--- src/rtl/result_collect.sv ---
`default_nettype none
// ============================================================================
// Module  : result_collect
// Brief   : De-skews systolic-array output rows and assembles N x N result
//           matrices behind a valid/ready output register (N >= 2).
//           Define RESULT_COLLECT_OVF_EN to add the sticky o_ovf drop flag.
// Revision: 1.0 - initial release
// ============================================================================
module result_collect #(
    parameter int W = 32,
    parameter int N = 3
) (
    input  logic             i_clk,
    input  logic             i_rst,
    input  logic             i_en,
    input  logic             i_valid,
    input  logic [W*N-1:0]   i_row,
    input  logic             i_ready,
    output logic [W*N*N-1:0] o_C,
    output logic             o_valid,
    output logic             o_busy
`ifdef RESULT_COLLECT_OVF_EN
    ,
    output logic             o_ovf
`endif
);

    localparam int CW = (N > 1) ? $clog2(N) : 1;

    typedef enum logic [1:0] {
        IDLE  = 2'd0,
        FILL  = 2'd1,
        FLUSH = 2'd2
    } state_t;

    state_t           state;
    logic [CW-1:0]    row;
    logic [CW-1:0]    cnt;
    logic [W*N-1:0]   al_row;
    logic             v_raw;
    logic             v_al;
    logic             v_in;
    logic             last_in;
    logic             done;
    logic             load;
    logic [W*N*N-1:0] next_C;
    logic [W*N-1:0]   asm_buf [0:N-2];

    // Lane c is delayed N-1-c cycles so every lane lines up with lane N-1.
    genvar c;
    generate
        for (c = 0; c < N; c++) begin : g_lane
            localparam int D = N - 1 - c;
            if (D == 0) begin : g_pass
                assign al_row[c*W +: W] = i_row[c*W +: W];
            end else begin : g_dly
                logic [W-1:0] dly [0:D-1];
                always_ff @(posedge i_clk) begin
                    if (i_rst) begin
                        for (int k = 0; k < D; k++) dly[k] <= '0;
                    end else begin
                        dly[0] <= i_row[c*W +: W];
                        for (int k = 1; k < D; k++) dly[k] <= dly[k-1];
                    end
                end
                assign al_row[c*W +: W] = dly[D-1];
            end
        end
    endgenerate

    generate
        if (N > 1) begin : g_vdly
            logic [N-2:0] vdl;
            always_ff @(posedge i_clk) begin
                if (i_rst || !i_en) begin
                    vdl <= '0;
                end else begin
                    vdl[0] <= i_valid;
                    for (int k = 1; k < N - 1; k++) vdl[k] <= vdl[k-1];
                end
            end
            assign v_raw = vdl[N-2];
        end else begin : g_vnodly
            assign v_raw = i_valid;
        end
    endgenerate

    assign v_al    = v_raw & i_en;
    assign v_in    = i_valid & i_en;
    assign last_in = v_in && (cnt == CW'(N - 1));
    assign done    = v_al && (row == CW'(N - 1));
    assign load    = done && (!o_valid || i_ready);

    // The final row bypasses the buffer so the matrix lands in o_C the same cycle.
    genvar r;
    generate
        for (r = 0; r < N - 1; r++) begin : g_asm
            assign next_C[r*W*N +: W*N] = asm_buf[r];
        end
    endgenerate
    assign next_C[(N-1)*W*N +: W*N] = al_row;

    always_ff @(posedge i_clk) begin
        if (i_rst) begin
            for (int k = 0; k < N - 1; k++) asm_buf[k] <= '0;
            row <= '0;
        end else if (!i_en) begin
            row <= '0;
        end else if (v_al) begin
            for (int k = 0; k < N - 1; k++) begin
                if (row == CW'(k)) asm_buf[k] <= al_row;
            end
            row <= (row == CW'(N - 1)) ? '0 : row + 1'b1;
        end
    end

    // cnt counts lane-0 strobes of the matrix currently entering the skew.
    always_ff @(posedge i_clk) begin
        if (i_rst || !i_en) begin
            state <= IDLE;
            cnt   <= '0;
        end else begin
            if (v_in) cnt <= (cnt == CW'(N - 1)) ? '0 : cnt + 1'b1;
            case (state)
                IDLE:  if (v_in) state <= last_in ? FLUSH : FILL;
                FILL:  if (last_in) state <= FLUSH;
                FLUSH: begin
                    if (done) begin
                        if (last_in)               state <= FLUSH;
                        else if (v_in || cnt != '0) state <= FILL;
                        else                       state <= IDLE;
                    end
                end
                default: state <= IDLE;
            endcase
        end
    end

    assign o_busy = (state != IDLE);

    always_ff @(posedge i_clk) begin
        if (i_rst) begin
            o_C     <= '0;
            o_valid <= 1'b0;
        end else if (load) begin
            o_C     <= next_C;
            o_valid <= 1'b1;
        end else if (o_valid && i_ready) begin
            o_valid <= 1'b0;
        end
    end

`ifdef RESULT_COLLECT_OVF_EN
    always_ff @(posedge i_clk) begin
        if (i_rst) begin
            o_ovf <= 1'b0;
        end else if (done && o_valid && !i_ready) begin
            o_ovf <= 1'b1;
        end
    end
`endif

endmodule
`default_nettype wire

--- config.mk ---
export PLATFORM = sky130hd
export DESIGN_NAME = result_collect
export DESIGN_NICKNAME = d
export VERILOG_FILES = /design/src/rtl/result_collect.sv
export SDC_FILE = /design/constraint.sdc
export NUM_CORES = 1
export LEC_CHECK = 0
export ABC_AREA = 0
export CAP_MARGIN = 20
export CORE_MARGIN = 5
export CORE_UTILIZATION = 55
export CTS_CLUSTER_SIZE = 14
export DETAILED_ROUTE_END_ITERATION = 6
export GPL_ROUTABILITY_DRIVEN = 0
export PLACE_DENSITY_LB_ADDON = 0.05
export SYNTH_ARGS = -nofsm -noshare
export SYNTH_HDL_FRONTEND = slang
export SYNTH_SLANG_ARGS = --single-unit
--- constraint.sdc ---
create_clock -name i_clk -period 6.3 [get_ports i_clk]
set_clock_uncertainty 0.1 [all_clocks]
set_input_delay 1.26 -clock i_clk [delete_from_list [all_inputs] [get_ports i_clk]]
set_output_delay 1.26 -clock i_clk [all_outputs]
set_load 0.05 [all_outputs]
==> impl_metrics.csv, run 1 <==
group,metric,value,unit
routing,drt_iter0_markers,860,
sta,max_freq,281.1,MHz
sta,setup_viol,0,
synthesis,synth_commonest_cells,"nand2b_1 (581), dfxtp_1 (393), mux2i_1 (288), edfxtp_1 (192), nor2b_1 (98)",
routing,wl_per_cell,18.04,um
cts,post_cts_buffers,0,
cts,hold_buffers,0,
cts,cts_resized,0,
synthesis,syn-num-nets,1894,
sta,slew_viol_final,0,
synthesis,synth_edf_count,192,
routing,dr.pass1.iters,5,
pwr,p_leak,9.532,nW
routing,vias,13310,
cts,clock_sinks,585,
synthesis,ys_warn_count,0,
layout,layout.cells.non_filler,2712,
critical_path,crit_required,6.63,ns
critical_path,cp-startpoint,"i_rst",
placement,dp_hpwl,31.70,mm
cts,root_buffer,"clkbuf_16",
placement,port_buffers,390,
layout,nFillCells,2950,
synthesis,syn_area_per_cell,12.41,um^2
floorplan,placementRows,73,
floorplan,fp.dieW,211.1,um
job,cap_violations,0,
global_route,track_usage,0.2121,
global_route,grt_max_degree,157,
sta,worst_slew_pin_slew,1.041,ns
cts,cts_made_buffers,57,
synthesis,synth_most_common_cell,"nand2b_1",
floorplan,die_area,0.04458,mm^2
synthesis,synthCells,1793,
sta,period_share,0.5646,
cts,cts_max_level,2,
critical_path,critPathLaunchType,"input pin",
routing,routed_wl,48.91,mm
layout,drive_gt1_frac,0.04531,
synthesis,synth_cell_types,29,
hold_path,hold_path_class,"reg -> reg",
sta,rsz0062_at_grt,"false",
sta,relSlewSlack,0.3061,
sta,finalCriticalPeriod,3.557,ns
status,status,"completed",
critical_path,worst-setup-path-type,"in -> reg",
synthesis,syn-cell-area,0.02225,mm^2
hold_path,hold_start,"g_vdly.vdl[0]$_SDFF_PP0_",
floorplan,die_h,211.1,um
floorplan,ios,391,
cts,path_clk_slew,0.06,ns
layout,nets,2237,
global_route,grt_pass1_vias,13490,
cts,cts_tree,"done",
synthesis,synth_top_area_share,0.3536,
placement,place_inst,2601,
critical_path,crit_fanout,153,
cts,clk_latency,0.60,ns
routing,antenna_left,0,
routing,drc,0,
pwr,p_per_area,268.2,mW/mm^2
floorplan,initial_core_util,0.5575,
sta,hold_viol,0,
global_route,overflow,0,
pwr,peakVddDrop,0.0002202,V
synthesis,synth_area_leader_cell,"dfxtp_1",
layout,area_growth,26.19,%
cts,clockBufferDepth,3,
critical_path,rr_startpoint,"g_vdly.vdl[1]$_SDFF_PP0_",
routing,vias_per_cell,4.908,
synthesis,ys_top_cells_by_area,"dfxtp_1 (35%), edfxtp_1 (26%), nand2b_1 (16%), mux2i_1 (13%), nor2b_1 (2.8%)",
pwr,p_total,7.533,mW
synthesis,ys_ff_latch,585,
floorplan,coreArea,0.03991,mm^2
global_route,grt_antenna_before_repair,6,
critical_path,arrival,3.89,ns
layout,final_util,0.7035,
global_route,grt_pass1_wl,75.46,mm
synthesis,async_reset_ff_frac,0,
synthesis,seq_area_frac_synth,0.6127,
critical_path,worstSetupEndpointType,"flip-flop",
synthesis,synth_flop_cell,"dfxtp_1",
sta,tns,0,ns
## routing by layer
metal	GRT usage	wire length [um]	up-vias
met4	0.04784	777	8
met5	0	47	-
met1	0.2769	21020	6374
li1	-	-	6573
met2	0.3490	23500	289
met3	0.06773	3566	66
## stage by stage
stage	cell area, um^2	hold WS, ns	worst slack (ns)
2_1_floorplan	22250	0.3057	1.880
4_1_cts	28050	0.3335	2.784
3_5_place_dp	26250	0.3202	2.136
3_3_place_gp	26250	0.3156	2.249
5_1_grt	28080	0.3535	2.416
6_report	28080	0.3314	2.743
## flip-flops by register name, summed over array words and instances (netlist names)
register and cells:
state 2, g_lane.g_dly.dly 96, g_vdly.vdl 2, o_valid 1, asm_buf 192, cnt 2, row 2, o_C 288
## cell families (layout without fill, tap and decap cells)
family | after synthesis | in the layout | share of synthesized area
buffers and inverters | 120 | 512 | 0.03222
AO/OA/AOI/OAI | 8 | 8 | 0.002587
flip-flops | 585 | 585 | 0.6127
AND/OR/NAND/NOR | 791 | 791 | 0.2225
multiplexers | 289 | 289 | 0.1301
other | 0 | 2 | 0
## layout by cell type, fill, tap and decap left out, types with 3 or more instances in the layout
master / count
clkdlybuf4s50_1: 389
and2_1: 97
buf_4: 8
edfxtp_1: 192
clkinv_2: 10
clkinv_1: 6
clkbuf_1: 23
nand2b_1: 581
nor2b_1: 97
inv_1: 3
a21oi_1: 3
clkbuf_16: 59
mux2i_1: 288
nor2_1: 6
clkbuf_8: 7
dfxtp_1: 393
## critical path, cell delays in order
cell	delay (ns)
buf_8	0.50
buf_4	0.86
buf_4	0.80
nand2b_1	0.21
mux2i_1	0.09
## where the power goes
part           switching (mW)  total, mW  internal (mW)
logic                   0.123      0.271          0.148
clock network            1.38       3.27           1.89
registers              0.0258       3.99           3.97
## worst paths after layout
check | end | slack [ns] | depth (start not counted)
min reg2reg | g_vdly.vdl[1]$_SDFF_PP0_ | 0.33 | 1
max reg2reg | asm_buf[0][177]$_DFFE_PP_ | 3.80 | 2
max | o_C[24]$_SDFFE_PP0P_ | 2.74 | 5
min | g_vdly.vdl[1]$_SDFF_PP0_ | 0.33 | 1
## cell type report
type,instances,area [um^2],area share
clock inverter,19,141.4,0.005035
tap,525,656.9,0.02339
clock buffer,89,1659,0.05908
antenna,2,5.005,0.0001782
multi-input combinational,1088,7938,0.2827
inverter,3,11.26,0.0004010
sequential,585,13630,0.4855
timing repair buffer,401,4036,0.1437
Power figures use the tool's default switching activity.
==> run 2: changes to the inputs <==
CORE_UTILIZATION = 53   (was 55)
clock period = 3.41 ns   (was 6.3 ns; I/O delays follow)
==> run 2 against run 1 <==
  * Sequential share of layout area decreased by 0.23 points
  * Register-to-register slack got worse by 2.4 ns
  * Via count is 0.55% lower
  * Critical path depth shrank 3
  * Global-route usage shrank 1.1 points
  * Routed wire length down 2.2%
  * Flip-flop and latch count unchanged
  * Non-clock buffer count is 6 higher
  * Largest power group unchanged
==> impl_metrics.csv, run 2 (synthesis results as in run 1) <==
group,metric,value,unit
status,status,"completed",
cts,cts_resized,0,
routing,drt_iter0_markers,849,
routing,wl_per_cell,17.50,um
job,cap_violations,0,
floorplan,placementRows,75,
placement,port_buffers,390,
routing,vias_per_cell,4.843,
layout,final_cell_mix,"nand2b_1 (581), dfxtp_1 (393), clkdlybuf4s50_1 (389)",
routing,antenna_left,0,
critical_path,worstSetupEndpointType,"primary output",
floorplan,die_area,0.04618,mm^2
layout,final_common_cell,"nand2b_1",
sta,setup_viol,0,
sta,worst_slew_pin_slew,1.171,ns
layout,reg_top3,"o_C x288, asm_buf x192, g_lane.g_dly.dly x96",
critical_path,cpPeakStageDelay,0.70,ns
critical_path,path_cells,"or2_2 -> clkdlybuf4s50_1",
placement,dp_hpwl,31.00,mm
hold_path,hold_path_class,"reg -> reg",
critical_path,slowest_stage,"clkdlybuf4s50_1",
floorplan,initial_core_util,0.5329,
routing,dr.pass1.iters,6,
global_route,grt_pass1_wl,74.91,mm
cts,hold_buffers,0,
sta,hold_viol,0,
sta,rsz0062_at_grt,"false",
layout,drive_gt1_frac,0.04929,
routing,routed_wl,47.84,mm
pwr,p_leak,9.577,nW
global_route,grt_pass1_vias,13570,
critical_path,crit_required,2.63,ns
global_route,grt_antenna_before_repair,7,
sta,slew_viol_final,0,
critical_path,critPathLaunchType,"flip-flop",
sta,tns,0,ns
cts,root_buffer,"clkbuf_16",
critical_path,arrival,1.94,ns
routing,drc,0,
sta,max_freq,367.0,MHz
critical_path,crit_fanout,6,
global_route,track_usage,0.2015,
floorplan,ios,391,
cts,post_cts_buffers,0,
cts,cts_max_level,2,
cts,clockBufferDepth,3,
sta,period_share,0.7991,
global_route,overflow,0,
floorplan,die_h,214.9,um
pwr,peakVddDrop,0.0004165,V
floorplan,fp.dieW,214.9,um
cts,path_clk_slew,0.06,ns
global_route,grt_max_degree,341,
sta,finalCriticalPeriod,2.725,ns
layout,area_growth,26.80,%
layout,final_util,0.6757,
critical_path,worst-setup-path-type,"reg -> out",
cts,cts_tree,"done",
floorplan,coreArea,0.04176,mm^2
sta,relSlewSlack,0.2191,
routing,vias,13240,
layout,largest_reg_flops,288,
layout,nets,2243,
cts,cts_made_buffers,57,
cts,clk_latency,0.59,ns
layout,largest_register,"o_C",
pwr,p_per_area,489.1,mW/mm^2
cts,clock_sinks,585,
-- run 2: cell types whose count changed in the layout (fill, tap and decap cells not counted), sizes merged --
cell,delta
clkinv,+1
inv,+1
bufinv,-2
clkinvlp,+2
clkbuf,-2
diode,+1
buf,+6
-- run 2: critical path: cells and delay by family (launching register included) --
kind | cells | cell delay (ns)
buffers and inverters | 1 | 0.70
flip-flops | 1 | 0.35
AND/OR/NAND/NOR | 1 | 0.31
-- run 2: cell type report --
type / count / area, um^2
Clock buffer: 87 / 1672
Clock inverter: 21 / 106.4
Tap cell: 539 / 674.4
Fill cell: 3119 / 13540
Inverter: 3 / 11.26
Multi-Input combinational cell: 1088 / 7938
Sequential cell: 585 / 13630
Antenna cell: 3 / 7.507
Timing Repair Buffer: 407 / 4174
-- run 2: power by group --
group          internal [mW]  switching (mW)  total (mW)
sequential              7.33          0.0461        7.38
clock                   3.37            2.55        5.92
combinational          0.280           0.225       0.505
total                   11.0            2.82        13.8
-- run 2: metrics by stage --
stage	worst slack, ns	hold slack [ns]	cells	total power [mW]	cell area [um^2]
floorplan	0.6154	0.3057	1793	7.821	22260
global placement	0.6471	0.3159	2622	8.028	26430
detailed placement	0.5612	0.3172	2622	8.039	26430
CTS	0.6381	0.3313	2730	13.96	28210
global route	0.6163	0.3495	2732	14.30	28210
finish	0.6851	0.3318	2733	13.80	28220
-- run 2: metal layers --
| metal | share of wire | global-route usage | vias to the layer above |
|---|---|---|---|
| li1 | - | - | 6580 |
| met1 | 0.43 | 0.2566 | 6262 |
| met2 | 0.47 | 0.3314 | 297 |
| met3 | 0.069 | 0.05854 | 90 |
| met4 | 0.029 | 0.06936 | 8 |
| met5 | 0.0011 | 0 | - |
-- run 2: worst paths after layout --
| check | cells after the start | endpoint | slack, ns | startpoint |
|---|---|---|---|---|
| hold reg to reg | 1 | g_vdly.vdl[1]$_SDFF_PP0_ | 0.33 | g_vdly.vdl[0]$_SDFF_PP0_ |
| setup / recovery | 2 | o_busy | 0.69 | state[1]$_SDFFE_PP0P_ |
| hold / removal | 1 | g_vdly.vdl[1]$_SDFF_PP0_ | 0.33 | g_vdly.vdl[0]$_SDFF_PP0_ |
| setup reg to reg | 5 | o_C[216]$_SDFFE_PP0P_ | 1.40 | g_vdly.vdl[1]$_SDFF_PP0_ |
==> run 3: changes to the inputs <==
CORE_UTILIZATION = 48   (was 53)
clock period = 2.35 ns   (was 3.41 ns; I/O delays follow)
==> run 3 against run 2 <==
  * Via count is 0.50% higher
  * First-iteration DRC count decreased by 13%
  * Combinational power is 51% higher
  * Non-clock buffer count is 19 higher
  * Cell area rose by 1.0%
  * Sequential power is 45% higher
  * Core utilization fell by 5.0 points
  * Routed wire length rose by 3.4%
  * Worst hold slack worse by 0.053 ns
  * Flip-flop and latch count did not move
  * Setup slack got worse by 0.64 ns
  * Register-to-register slack lost 0.79 ns
  * Critical endpoint is now o_C[271]
==> impl_metrics.csv, run 3 (synthesis results as in run 1) <==
group,metric,value,unit
placement,place_inst,2702,
cts,cts_tree,"done",
cts,clockBufferDepth,3,
global_route,grt_antenna_before_repair,2,
layout,final_cell_mix,"nand2b_1 (581), dfxtp_1 (393), mux2i_1 (288)",
cts,cts_max_level,2,
placement,port_buffers,390,
floorplan,coreArea,0.04558,mm^2
routing,vias,13300,
layout,fin_area,0.02850,mm^2
layout,drive_gt1_frac,0.06643,
routing,routed_wl,49.47,mm
sta,period_share,0.9801,
global_route,overflow,0,
critical_path,critPathLaunchType,"flip-flop",
critical_path,endpoint,"o_C[271]",
sta,max_freq,434.2,MHz
sta,layout_setup_ws,0.04684,ns
sta,setup_viol,0,
placement,dp_hpwl,33.20,mm
routing,dr.pass1.iters,5,
sta,worst_slew_pin_slew,0.8342,ns
layout,diodes,0,
layout,reg_top3,"o_C x288, asm_buf x192, g_lane.g_dly.dly x96",
critical_path,rr_startpoint,"g_vdly.vdl[1]$_SDFF_PP0_",
floorplan,fp.dieW,225.3,um
pwr,p_total,21.00,mW
global_route,grt_max_degree,240,
hold_path,hold_path_class,"in -> reg",
critical_path,cp.depth,1,
cts,clk_latency,0.60,ns
placement,place_ws,0.08517,ns
global_route,track_usage,0.1880,
routing,drc,0,
global_route,grt_pass1_vias,13370,
floorplan,ios,391,
cts,path_clk_slew,0.06,ns
cts,cts_made_buffers,59,
status,status,"completed",
routing,wl_per_cell,17.59,um
cts,hold_buffers,0,
critical_path,cp_top_family,"buffers and inverters",
critical_path,cp-startpoint,"o_C[271]$_SDFFE_PP0P_",
critical_path,worstSetupEndpointType,"primary output",
sta,whs,0.2787,ns
critical_path,r2r-end,"o_C[212]$_SDFFE_PP0P_",
pwr,p_per_area,736.6,mW/mm^2
sta,relSlewSlack,0.4439,
cts,cts_resized,254,
critical_path,arrival,1.73,ns
floorplan,die_area,0.05076,mm^2
critical_path,cpPeakStageDelay,0.81,ns
job,cap_violations,0,
sta,finalCriticalPeriod,2.303,ns
layout,layout.cells.non_filler,2813,
critical_path,cp.buffers_inverters,1,
layout,largest_reg_flops,288,
critical_path,path_cells,"clkdlybuf4s50_1",
critical_path,worst-setup-path-type,"reg -> out",
critical_path,slowest_stage,"clkdlybuf4s50_1",
routing,antenna_left,0,
layout,nets,2264,
routing,vias_per_cell,4.729,
sta,slew_viol_final,0,
floorplan,placementRows,78,
global_route,grt_pass1_wl,76.21,mm
cts,root_buffer,"clkbuf_16",
floorplan,die_h,225.3,um
pwr,peakVddDrop,0.0005342,V
cts,post_cts_buffers,0,
layout,final_common_cell,"nand2b_1",
layout,area_growth,28.10,%
critical_path,r2r_slack,0.61,ns
layout,final_util,0.6254,
placement,dpl_cell_area,0.02679,mm^2
pwr,p_leak,11.38,nW
floorplan,initial_core_util,0.4883,
sta,hold_viol,0,
sta,rsz0062_at_grt,"false",
layout,largest_register,"o_C",
routing,drt_iter0_markers,740,
critical_path,crit_required,1.78,ns
cts,clock_sinks,585,
critical_path,crit_fanout,2,
sta,tns,0,ns
critical_path,reg2reg_depth,5,
run 3: where the power goes:
group	internal (mW)	total [mW]	switching, mW
Sequential	10.6	10.7	0.0669
Combinational	0.426	0.763	0.337
Clock	5.77	9.53	3.76
Total	16.8	21.0	4.16
run 3: cell type report:
class / instances / area [um^2]
Sequential cell: 585 / 13630
Clock buffer: 89 / 1712
Timing Repair Buffer: 426 / 4175
Inverter: 3 / 11.26
Fill cell: 3714 / 17070
Clock inverter: 22 / 285.3
Multi-Input combinational cell: 1088 / 7938
Tap cell: 600 / 750.7
run 3: per-layer routing:
layer | global-route usage | wire length [um] | up-vias
met1 | 0.2511 | 21900 | 6322
met4 | 0.04549 | 815 | 4
met2 | 0.3059 | 23670 | 289
met3 | 0.05275 | 3056 | 59
li1 | - | - | 6629
met5 | 0 | 21 | -
run 3: worst min-delay path by stage:
stage,to,depth (start not counted),from,slack (ns)
6_report,asm_buf[0][96]$_DFFE_PP_,2,i_rst,0.28
5_1_grt,asm_buf[0][98]$_DFFE_PP_,2,i_rst,0.26
3_3_place_gp,g_vdly.vdl[1]$_SDFF_PP0_,1,g_vdly.vdl[0]$_SDFF_PP0_,0.31
2_1_floorplan,g_vdly.vdl[1]$_SDFF_PP0_,1,g_vdly.vdl[0]$_SDFF_PP0_,0.31
3_5_place_dp,g_vdly.vdl[1]$_SDFF_PP0_,1,g_vdly.vdl[0]$_SDFF_PP0_,0.32
4_1_cts,asm_buf[0][98]$_DFFE_PP_,2,i_rst,0.24
==> edit: new RTL, settings of run 2 <==
Add a define of `RESULT_COLLECT_OVF_EN`.
--- a/src/rtl/result_collect.sv
+++ b/src/rtl/result_collect.sv
@@ -7,4 +7,6 @@
 // Revision: 1.0 - initial release
 // ============================================================================
+`define RESULT_COLLECT_OVF_EN
+
 module result_collect #(
     parameter int W = 32,
Check against the original RTL (old outputs only; new: o_ovf): same outputs for any inputs over 4 cycles, from zero or initial values and one cycle with i_rst high; that may be too few to reach the edited logic, so the function may still have changed.
==> edit against run 2 <==
Power up 2.0%; critical path type unchanged; hold slack worse by 0.066 ns; final area up 0.72%; count of clock-buffer cells in the layout up 6; critical endpoint unchanged; final cell count up 0.29%; area after synthesis up 0.85%; sequential share of layout area down 0.27 points; largest cell class unchanged; sequential cell count up 1; routed wire length up 3.4%; worst setup slack worse by 0.015 ns; via count up 1.5%; register-to-register slack better by 0.06 ns.
==> edit: results (changes against run 2) <==
| Metric | Value |
|---|---|
| Slew @ Worst Pin | `0.718 ns (-0.453 ns)` |
| Reg-to-reg endpoint | `o_C[102]` |
| Peak fanout along the critical path | `5 (-1)` |
| Top_reg_cell synth | `dfxtp_1` |
| VDD IR max | `0.378 mV (-9.2%)` |
| Seq pwr | `7.39 mW (about the same)` |
| Worst Hold Path Cells | `2 (+1)` |
| Via density | `4.90 (+1.2%)` |
| Total GRT Usage | `0.208 (+0.00669)` |
| Vias | `13,400 (+1.5%)` |
| Register area share after synthesis | `0.608 (-0.00427)` |
| Most instantiated cells after synthesis | `581 x nand2b_1, 394 x dfxtp_1, 288 x mux2i_1` |
| Clk buf depth | `3 (unchanged)` |
| 1st-iter DRT viols | `738 (-13%)` |
| Nets | `2,252 (+0.40%)` |
| Synth area leaders | `dfxtp_1 35%, edfxtp_1 26%, nand2b_1 16%, mux2i_1 13%, and2_1 2.7%` |
| Final WS setup | `0.670 ns (-0.0152 ns)` |
| Post-place setup slack | `0.625 ns (+0.0640 ns)` |
| Critical path data arrival time | `1.96 ns (+0.02 ns)` |
| First-pass GRT wire length | `77,800 um (+3.8%)` |
| CP max stage delay | `0.73 ns (+0.03 ns)` |
| LEAKAGE | `9.68 nW (+1.1%)` |
| Synthesized cell area | `0.0224 sq mm (+0.85%)` |
| Vias in the first global route | `13,800 (+1.7%)` |
| Hpwl dp | `32,400 um (+4.5%)` |
| Drt wl/cell | `18.1 um (+3.1%)` |
| Number of buffers added on ports | `391 (+0.26%)` |
| Synth Instances | `1,797 (+0.22%)` |
| Synth cell types | `31 (+6.9%)` |
| WHS | `0.266 ns (-0.0662 ns)` |
| Initial antenna violation count | `3 (-4)` |
| Status | `completed` |
| Cts bufs inserted | `58 (+1.8%)` |
| Reg-to-reg startpoint | `g_vdly.vdl[1]` |
| Hold Path Class | `in -> reg` |
| Placed insts | `2,630 (+0.31%)` |
| Layout cells sized above 1 | `0.0536 (+0.00432)` |
| Hold_sp | `i_rst` |
| Minimum setup slack among reg-to-reg paths | `1.46 ns (+0.06 ns)` |
| Synthesized net count | `1,898 (+0.21%)` |
| Setup Fix Bufs, Post-CTS | `0 (unchanged)` |
| Largest net degree at the start of global routing | `240 (-30%)` |
| Net Sw Frac | `0.201 (-0.00316)` |
## edit: cell types whose count changed in the layout (fill, tap and decap cells not counted), sizes merged, moves of 2 or more
cell / run 2 / this run
diode: 3 / 1
buf: 18 / 21
nor2: 7 / 9
inv: 5 / 3
clkinvlp: 2 / 0
clkbuf: 87 / 93
## edit: routing by layer
metal	track usage	up-vias	part of all wire
met5	0	-	0.00049
met4	0.0659	4	0.027
met3	0.0622	87	0.071
met2	0.342	300	0.48
met1	0.266	6443	0.42
li1	-	6600	-
## edit: cells by family after synthesis
logic type,share of synthesized area
AOI/OAI and AO/OA,0.00301
buffers and inverters,0.0389
DFF,0.608
muxes,0.129
and+or+nand+nor,0.221
## edit: area by class of cell
type	instances	area, sq um
Sequential cell	586	13700
Fill cell	3111	13500
Multi-Input combinational cell	1091	7950
Timing Repair Buffer	411	4240
Clock buffer	93	1780
Tap cell	539	674
Clock inverter	17	108
Inverter	3	11.3
Antenna cell	1	2.50
